**src/rtl/cb_dequantizer_if.sv**
```systemverilog
// cb_dequantizer_if: coefficient stream in, reconstructed 8x8 Cb block out.
interface cb_dequantizer_if #(parameter int DATA_W = 11);
  logic enable;
  logic signed [DATA_W-1:0] coef_in;
  logic [0:7][0:7][DATA_W-1:0] Dq;
  logic out_enable;
  logic busy;
  modport master(output enable, coef_in, input Dq, out_enable, busy);
  modport slave(input enable, coef_in, output Dq, out_enable, busy);
endinterface

```
**src/rtl/cb_dequantizer.sv**
```systemverilog
// cb_dequantizer: streaming Cb inverse quantizer, 3-stage pipeline into a registered 8x8 block.
module cb_dequantizer #(
  parameter int DATA_W = 11,
  parameter int PROD_W = 18
) (
  input logic clk,
  input logic rst,
  cb_dequantizer_if.slave bus
);
  localparam logic [7:0] Q_CHROMA [64] = '{
    8'd17, 8'd18, 8'd24, 8'd47, 8'd99, 8'd99, 8'd99, 8'd99,
    8'd18, 8'd21, 8'd26, 8'd66, 8'd99, 8'd99, 8'd99, 8'd99,
    8'd24, 8'd26, 8'd56, 8'd99, 8'd99, 8'd99, 8'd99, 8'd99,
    8'd47, 8'd66, 8'd99, 8'd99, 8'd99, 8'd99, 8'd99, 8'd99,
    8'd99, 8'd99, 8'd99, 8'd99, 8'd99, 8'd99, 8'd99, 8'd99,
    8'd99, 8'd99, 8'd99, 8'd99, 8'd99, 8'd99, 8'd99, 8'd99,
    8'd99, 8'd99, 8'd99, 8'd99, 8'd99, 8'd99, 8'd99, 8'd99,
    8'd99, 8'd99, 8'd99, 8'd99, 8'd99, 8'd99, 8'd99, 8'd99
  };
  localparam logic signed [PROD_W-1:0] MAX_V = PROD_W'((1 << (DATA_W - 1)) - 1);
  localparam logic signed [PROD_W-1:0] MIN_V = ~MAX_V;
  logic [5:0] k, s1_k, s2_k, s3_k;
  logic s1_v, s2_v, s3_v;
  logic signed [DATA_W-1:0] s1_c, s3_d, sat_d;
  logic signed [PROD_W-1:0] s2_p, prod;
  logic [0:63][DATA_W-1:0] asm_buf, blk;
  logic commit;
  assign prod = PROD_W'(s1_c) * PROD_W'($signed({1'b0, Q_CHROMA[s1_k]}));
  assign sat_d = s2_p > MAX_V ? MAX_V[DATA_W-1:0] : s2_p < MIN_V ? MIN_V[DATA_W-1:0] : s2_p[DATA_W-1:0];
  assign commit = s3_v && s3_k == 6'd63;
  assign bus.busy = k != 6'd0 || s1_v || s2_v || s3_v;
  // the entry being written this edge bypasses the buffer so the commit sees it
  always_comb begin
    blk = asm_buf;
    blk[63] = s3_d;
  end
  always_ff @(posedge clk) begin
    if (rst) begin
      k <= '0;
      {s1_v, s2_v, s3_v} <= '0;
      {s1_k, s2_k, s3_k} <= '0;
      s1_c <= '0;
      s2_p <= '0;
      s3_d <= '0;
      asm_buf <= '0;
      bus.Dq <= '0;
      bus.out_enable <= 1'b0;
    end else begin
      k <= bus.enable ? k + 6'd1 : k;
      s1_v <= bus.enable;
      s1_k <= k;
      s1_c <= bus.coef_in;
      s2_v <= s1_v;
      s2_k <= s1_k;
      s2_p <= prod;
      s3_v <= s2_v;
      s3_k <= s2_k;
      s3_d <= sat_d;
      if (s3_v) asm_buf[s3_k] <= s3_d;
      if (commit) bus.Dq <= blk;
      bus.out_enable <= commit;
    end
  end
endmodule
```
**src/flat_wrapper.sv**
```systemverilog
// flat-port wrapper written by rule: the top's interface ports become plain ports
module cb_dequantizer_flat 
#(
  parameter int DATA_W = 11,
  parameter int PROD_W = 18
)
  (clk, rst, bus_enable, bus_coef_in, bus_Dq, bus_out_enable, bus_busy);
  cb_dequantizer_if #(.DATA_W(DATA_W)) bus_i ();
  input logic clk;
  input logic rst;
  input wire logic [$bits(bus_i.enable)-1:0] bus_enable;
  input wire logic [$bits(bus_i.coef_in)-1:0] bus_coef_in;
  output wire logic [$bits(bus_i.Dq)-1:0] bus_Dq;
  output wire logic [$bits(bus_i.out_enable)-1:0] bus_out_enable;
  output wire logic [$bits(bus_i.busy)-1:0] bus_busy;
  assign bus_i.enable = bus_enable;
  assign bus_i.coef_in = bus_coef_in;
  assign bus_Dq = bus_i.Dq;
  assign bus_out_enable = bus_i.out_enable;
  assign bus_busy = bus_i.busy;
  cb_dequantizer #(.DATA_W(DATA_W), .PROD_W(PROD_W)) u_core (.clk(clk), .rst(rst), .bus(bus_i));
endmodule
```
**config.mk**
```make
export PLATFORM = sky130hd
export DESIGN_NAME = cb_dequantizer_flat
export DESIGN_NICKNAME = d
export VERILOG_FILES = /design/src/rtl/cb_dequantizer_if.sv /design/src/rtl/cb_dequantizer.sv /design/src/flat_wrapper.sv
export SDC_FILE = /design/constraint.sdc
export NUM_CORES = 2
export LEC_CHECK = 0
export CAP_MARGIN = 20
export CORE_ASPECT_RATIO = 1.1
export CORE_MARGIN = 2
export CORE_UTILIZATION = 38
export CTS_CLUSTER_DIAMETER = 40
export DETAILED_ROUTE_END_ITERATION = 8
export HOLD_SLACK_MARGIN = 0.03
export SLEW_MARGIN = 10
export SYNTH_ARGS = -nofsm -noshare
export SYNTH_HDL_FRONTEND = slang
export SYNTH_SLANG_ARGS = --single-unit
```
**constraint.sdc**
```tcl
create_clock -name clk -period 12.61 [get_ports clk]
set_input_delay 2.522 -clock clk [delete_from_list [all_inputs] [get_ports clk]]
set_output_delay 2.522 -clock clk [all_outputs]
set_load 0.005 [all_outputs]
```
### Word-level counts from Yosys, hierarchy flattened

Memories as Yosys holds them, arrays and structs flattened.
Cells that the tools add are included.

| cells by class | value |
|---|---|
| mux-type cells | 7 |
| $add $sub $neg | 1 |
| reduce and logical (&&, ||, !) cells | 7 |
| magnitude comparators | 5 |
| multiply operators | 1 |
| bitwise operators | 2 |
| divide/modulo/power cells | 0 |
| shifts and indexed selects | 0 |
| equality and inequality tests | 1 |

Operator list:

| operator | number |
|---|---|
| bitwise mux 704 bit | 1 |
| demux 11 bit (select 6 bit) | 1 |
| 2-to-1 mux 11 bit | 2 |
| greater-than comparator 18 x 11 -> 1 bit (second input constant) | 1 |
| < comparator 18 x 11 -> 1 bit (second input constant) | 1 |
| multiplier 11 x 9 -> 18 bit | 1 |
| 2-to-1 mux 8 bit | 2 |
| greater-or-equal comparator 7 bit (second input constant) | 2 |
| NOT 6 -> 7 bit | 2 |
| 2-to-1 mux 10 bit | 1 |
| < comparator 7 x 1 -> 1 bit (second input constant) | 1 |
| adder 6 x 1 -> 6 bit (second input constant) | 1 |
| equality test 6 bit (second input constant) | 1 |
| nonzero test 6 bit | 1 |
| logical OR 1 bit | 3 |
| logical AND 1 bit | 2 |
| OR reduction 2 bit | 1 |

| word-level totals | value |
|---|---|
| memories | 1 |
| memory bits (writable) | 0 |
| output and inout port bits | 706 |
| memory bits (read-only) | 512 |
| input port bits | 14 |
| bits in registers | 1476 |
| word-level logic and storage cells | 165 |
| latch bits | 0 |

Memories:

| memory | words | width | read ports | clocked after Yosys merged registers in | wr ports | RTL line | source |
|---|---|---|---|---|---|---|---|
| (no name shown) | 64 | 8 | 1 | 0 | 0 | cb_dequantizer.sv:28 | `assign prod = PROD_W'(s1_c) * PROD_W'($signed({1'b0, Q_CHROMA[s1_k]}));` |

### Longest topological paths before layout

| logic depth | value |
|---|---|
| depth after elaboration | 6 |
| depth in mapped cells | 23 |
| depth with buffers taken out | 22 |

### Least setup slack after synthesis

No wires, ideal clock.

| timing | value |
|---|---|
| path type | reg-to-reg |
| start | register u_core.s1_k[1] |
| end | register u_core.s2_p[15] |
| data required time | 12482 ps |
| data arrival time | 5167 ps |
| cell stages (with the launch flop) | 23 |
| setup time | 128 ps |
| period minus slack after synthesis | 5295 ps |
| path buffers | 1 |
| setup slack | 7315 ps |
| path through | dfxtp_1 > inv_1 > ha_1 > nor2_1 > a211oi_1 > o21ai_0 > clkbuf_1 > nand2_1 > inv_1 > fa_1 > inv_1 > fa_1 > inv_1 > fa_1 > inv_1 > fa_1 > inv_1 > ha_1 > and4_1 > or4b_1 > a41oi_2 > xnor2_1 > nor2_1 |

| on the way | value |
|---|---|
| word-level cells in the longest chain between the ends | 5 |

RTL lines:

| element | RTL line | source |
|---|---|---|
| start, declared | cb_dequantizer.sv:22 | `logic [5:0] k, s1_k, s2_k, s3_k;` |
| start signal, assigned | cb_dequantizer.sv:51 | `s1_k <= k;` |
| NOT 6 -> 7 bit (not written as such) | cb_dequantizer.sv:28 |  |
| memory (64 x 8 bit) | -- |  |
| 2-to-1 mux 8 bit (not written as such) (2 in a row) | cb_dequantizer.sv:28 |  |
| multiplier 11 x 9 -> 18 bit | cb_dequantizer.sv:28 |  |
| end signal, assigned | cb_dequantizer.sv:55 | `s2_p <= prod;` |
| end, declared | cb_dequantizer.sv:25 | `logic signed [PROD_W-1:0] s2_p, prod;` |

Every way passes these cells. The select of a mux whose other input is x is not followed.
A chain may end at the register's enable or synchronous reset.

### Worst setup path after layout

| timing | value |
|---|---|
| start | register u_core.s1_k[0] |
| end | register u_core.s2_p[15] |

Same word-level chain as after synthesis.

==> summary.md <==
| Metric | Value |
|---|---|
| Grt ovf | 0 |
| WHS Path Cells | 2 |
| Status | finished, final reports clean |
| CTS sink cnt | 1,465 |
| Warning count from the yosys run | 0 |
| Area share of the largest cell type after synthesis | approximately 55% |
| Total wirelength of the detailed-routed design | roughly 190,000 um |
| Post-Syn Instances | between 6,000 and 7,000 |
| Vias/cell | just over 5 |
| Worst setup endpoint | u_core.s2_p[15] |
| Post-route DRC | 0 |
| Core Region | 140,000 sq um |
| Average size of a mapped cell | just under 8 sq um |
| Startpoint Class | register |
| Vias in the first global route | between 40,000 and 50,000 |
| Crit path depth | 21 |
| Post-placement worst setup slack | between 6000 and 7000 ps |
| Synthesized flop and latch total | ~1,500 |
| Most Used Layer, Global Route | met2 |
| Reg2reg end | u_core.s2_p[15] |
| Buffer and inverter count on the worst path | 6 |
| Met2 track demand over resource | around 39% |
| Reported leakage power | between 20 and 25 nW |
| Clk_lat worst skew | about 820 ps |
| GR Util met3 | 4.90% |
| Number of slew-limit violations in the final report | 0 |
| CTS tree | built |
| Iter 0 DRT Violations | 4,167 |
| Post-CTS clock slew at the launch and capture registers of the worst setup and hold paths | 60 ps |
| Yosys cell types | 55 |
| Cell type group with the largest total delay on the critical path | adder cells |
| Ys flop type | sky130_fd_sc_hd__dfxtp_1 |
| HPWL after detailed placement | 116,000 um |
| First element of the critical path | u_core.s1_k[0] |
| Storage cell area | just under 30,000 sq um |
| Hold violation total from the final report | 0 |
| CTS resizes | 0 |
| Final setup TNS | 0 ps |
| Routing usage on met1 | 32.4% |
| FF-to-FF setup slack | approximately 7000 ps |
| Fraction of layout cells with a size suffix above 1 | between 5 and 6% |
| Max Fclk | 0.173 GHz |
| Final worst path period need | just under 6000 ps |
| Slew @ Worst Pin | ~1400 ps |
| TritonCTS buffer count | about 180 |
| Post-Synthesis Net Count | 6,966 |
| Depth of the CTS H-tree | 4 |
| Slowest Stage Delay on Critical Path | between 500 and 600 ps |
| Post-synthesis cell type with the largest combined area | sky130_fd_sc_hd__dfxtp_1 |
| Fill cell instance count of the final layout | ~14,000 |
| Rows | 144 |
| Die X-Extent | 363 um |
| Commonest non-fill, non-tap cells in the layout | sky130_fd_sc_hd__nand2_1 (2,908), sky130_fd_sc_hd__dfxtp_1 (1,454), sky130_fd_sc_hd__a21oi_1 (1,414) |
| Total vias in the final route | 46,800 |
| Setup Viol. Count Final | 0 |
| Pin count of the biggest net entering global routing | 242 |
| Full die area | about 140,000 sq um |
| Hold-fix buffers at CTS | 0 |
| Kind of end point of the critical path | register |
| Smallest setup slack after layout | 6840 ps |
| Share of synthesized flip-flops with an asynchronous set or reset | 0% |
| Depth of the worst register-to-register path | 21 |
| Smallest hold slack | 392 ps |
| Leading cell types by total area after synthesis | sky130_fd_sc_hd__dfxtp_1 (55%), sky130_fd_sc_hd__nand2_1 (20%), sky130_fd_sc_hd__a21oi_1 (13%) |
| Total setup buffers inserted after CTS | 0 |
| Commonest non-fill, non-tap cell in the layout | sky130_fd_sc_hd__nand2_1 |
| Start-to-end type of the worst setup path | reg -> reg |
| Buffer cell driving the clock tree root | sky130_fd_sc_hd__clkbuf_16 |
| Relative slew slack | 3.64% |
| Arrival time at the worst endpoint | between 6000 and 7000 ps |
| Sequential fraction of the synthesis area | 54.6% |
| Routability congestion estimate | 0.844 |
| Max Cap Violations | 0 |
| Max Fanout on Critical Path | 8 |
| Total power of the final layout | about 11 mW |
| Final clock period utilization by the worst path | a little under half |
| Clock Path Buffers | 3 |
| Final nets | about 7,400 |
| Number of routed nets with antenna violations | 0 |
| Height of the chip | roughly 400 um |
| First-pass DRT Iterations | 5 |
| Synthesis-to-finish area growth | 26.0% |
| Wire length of the first global-routing pass | approximately 270,000 um |
| Maximum clock skew at final layout | 67.9 ps |
| Peak VDD IR | 0.000137 V |
| Synthesized area | roughly 54,000 sq um |
| Most common cell type on the critical path | sky130_fd_sc_hd__inv_1 |
| Antenna violations before repair | 4 |
| Path type of the worst min-delay path | reg -> reg |
| Quantity of I/O buffers inserted on ports | about 720 |
| Total power density per cell area | roughly 160 nW/um^2 |
| Area of combinational cells with multiple inputs | around 22,000 sq um |
| Global-route total usage across every layer | approximately a quarter |
| Initial Util | a little under two fifths |
| Startpoint of the worst register-to-register path | u_core.s1_k[0] |
| Worst Path Required | around 13,000 ps |
| Utilization after layout | between 40% and 50% |
| Crit-path slowest cell | sky130_fd_sc_hd__fa_1 |
| Cell-by-cell trace of the critical path | inv_1 -> ha_1 -> nor2_1 -> a211oi_1 -> o21ai_0 -> nand2_1 -> inv_1 -> fa_1 -> inv_1 -> fa_1 -> inv_1 -> fa_1 -> inv_1 -> fa_1 -> inv_1 -> ha_1 -> and4_1 -> or4b_1 -> a41oi_2 -> xnor2_1 -> nor2_1 |
| EDFF count, synth | 0 |
| Io pins | slightly above 700 |
| Setup repair after global routing missed its margin | false |
| Average detailed-routed wire length per instance | around 20 um |
-- cell usage after synthesis, types with 3 or more instances --
cell type / count
sky130_fd_sc_hd__fa_1: 58
sky130_fd_sc_hd__nand2b_1: 8
sky130_fd_sc_hd__clkbuf_1: 301
sky130_fd_sc_hd__and2_1: 37
sky130_fd_sc_hd__nand4_1: 4
sky130_fd_sc_hd__dfxtp_1: 1465
sky130_fd_sc_hd__ha_1: 41
sky130_fd_sc_hd__xnor2_1: 5
sky130_fd_sc_hd__a21oi_1: 1414
sky130_fd_sc_hd__or2_2: 3
sky130_fd_sc_hd__nand3_1: 10
sky130_fd_sc_hd__o21ai_0: 10
sky130_fd_sc_hd__nand2_1: 2909
sky130_fd_sc_hd__buf_4: 53
sky130_fd_sc_hd__a21o_1: 7
sky130_fd_sc_hd__nor2_1: 118
sky130_fd_sc_hd__and3b_1: 3
sky130_fd_sc_hd__inv_1: 98
sky130_fd_sc_hd__a31oi_1: 3
sky130_fd_sc_hd__o21a_1: 6
sky130_fd_sc_hd__a211oi_1: 5
sky130_fd_sc_hd__buf_2: 171
sky130_fd_sc_hd__mux2i_1: 4
sky130_fd_sc_hd__nor3_1: 11
sky130_fd_sc_hd__xor2_1: 5
sky130_fd_sc_hd__buf_6: 11
sky130_fd_sc_hd__nand3b_1: 3
sky130_fd_sc_hd__nor2b_1: 49
sky130_fd_sc_hd__buf_1: 9
-- cells by family after synthesis --
logic type / after synthesis / share of synthesized area, %
DFF: 1465 / 54.6
muxes: 5 / 0.0954
buffers and inverters: 643 / 5.41
and+or+nand+nor: 3176 / 22.9
adders and majority gates: 99 / 3.11
AOI/OAI and AO/OA: 1455 / 13.7
xor gates and xnor gates: 10 / 0.163
-- final cells by class --
class / count / share of cell area, %
Sequential cell: 1465 / 43.4
Multi-Input combinational cell: 4745 / 31.9
Timing Repair Buffer: 773 / 11.4
Clock buffer: 231 / 7.40
Tap cell: 1825 / 3.37
Clock inverter: 104 / 2.09
Inverter: 98 / 0.543
Antenna cell: 2 / 0.00739
-- flip-flops by register name, summed over array words and instances, names as in the netlist --
| register | cells |
|---|---|
| u_core.s1_v | 1 |
| u_core.s2_k | 6 |
| u_core.s2_p | 18 |
| u_core.k | 6 |
| u_core.asm_buf | 693 |
| u_core.s3_k | 6 |
| u_core.s3_v | 1 |
| u_core.s1_k | 6 |
| u_core.bus.out_enable | 1 |
| u_core.bus.Dq | 704 |
| u_core.s1_c | 11 |
| u_core.s3_d | 11 |
| u_core.s2_v | 1 |
-- through the flow --
step	instances	area, sq um
after detailed placement	8904	61300
after global placement	8901	61300
after CTS	9239	67700
after global routing	9241	67700
after floorplan	6853	53800
final	9243	67700
-- worst min-delay path by stage --
stage / start / slack (ps) / to
after global routing: u_core.asm_buf[338] / 430 / u_core.bus.Dq[338]
final: u_core.asm_buf[338] / 390 / u_core.bus.Dq[338]
after floorplan: u_core.s2_k[0] / 410 / u_core.s3_k[0]
after global placement: u_core.s2_p[5] / 420 / u_core.s3_d[5]
after CTS: u_core.asm_buf[338] / 400 / u_core.bus.Dq[338]
after detailed placement: u_core.s2_k[0] / 420 / u_core.s3_k[0]
-- power by group --
| group | switching [mW] | total (mW) | leakage, nW | internal [mW] |
|---|---|---|---|---|
| Sequential | 0.133 | 4.79 | 11.8 | 4.65 |
| Clock | 2.13 | 5.47 | 3.11 | 3.34 |
| Combinational | 0.346 | 0.427 | 7.33 | 0.0811 |
-- layer usage --
layer  up-vias  wire [um]
met2      1511      84700
met4         0       8450
met3       370      11900
met1     22200      80300
li1      22600          -
met5         -          0
-- worst register-to-register path, stage by stage, from the launching register on --
cell	delay, ps
sky130_fd_sc_hd__dfxtp_1	400
sky130_fd_sc_hd__inv_1	100
sky130_fd_sc_hd__ha_1	290
sky130_fd_sc_hd__nor2_1	40
sky130_fd_sc_hd__a211oi_1	240
sky130_fd_sc_hd__o21ai_0	240
sky130_fd_sc_hd__nand2_1	200
sky130_fd_sc_hd__inv_1	100
sky130_fd_sc_hd__fa_1	590
sky130_fd_sc_hd__inv_1	150
sky130_fd_sc_hd__fa_1	550
sky130_fd_sc_hd__inv_1	50
sky130_fd_sc_hd__fa_1	470
sky130_fd_sc_hd__inv_1	60
sky130_fd_sc_hd__fa_1	530
sky130_fd_sc_hd__inv_1	40
sky130_fd_sc_hd__ha_1	390
sky130_fd_sc_hd__and4_1	290
sky130_fd_sc_hd__or4b_1	500
sky130_fd_sc_hd__a41oi_2	180
sky130_fd_sc_hd__xnor2_1	140
sky130_fd_sc_hd__nor2_1	50
(Power assumes the default switching activity.)
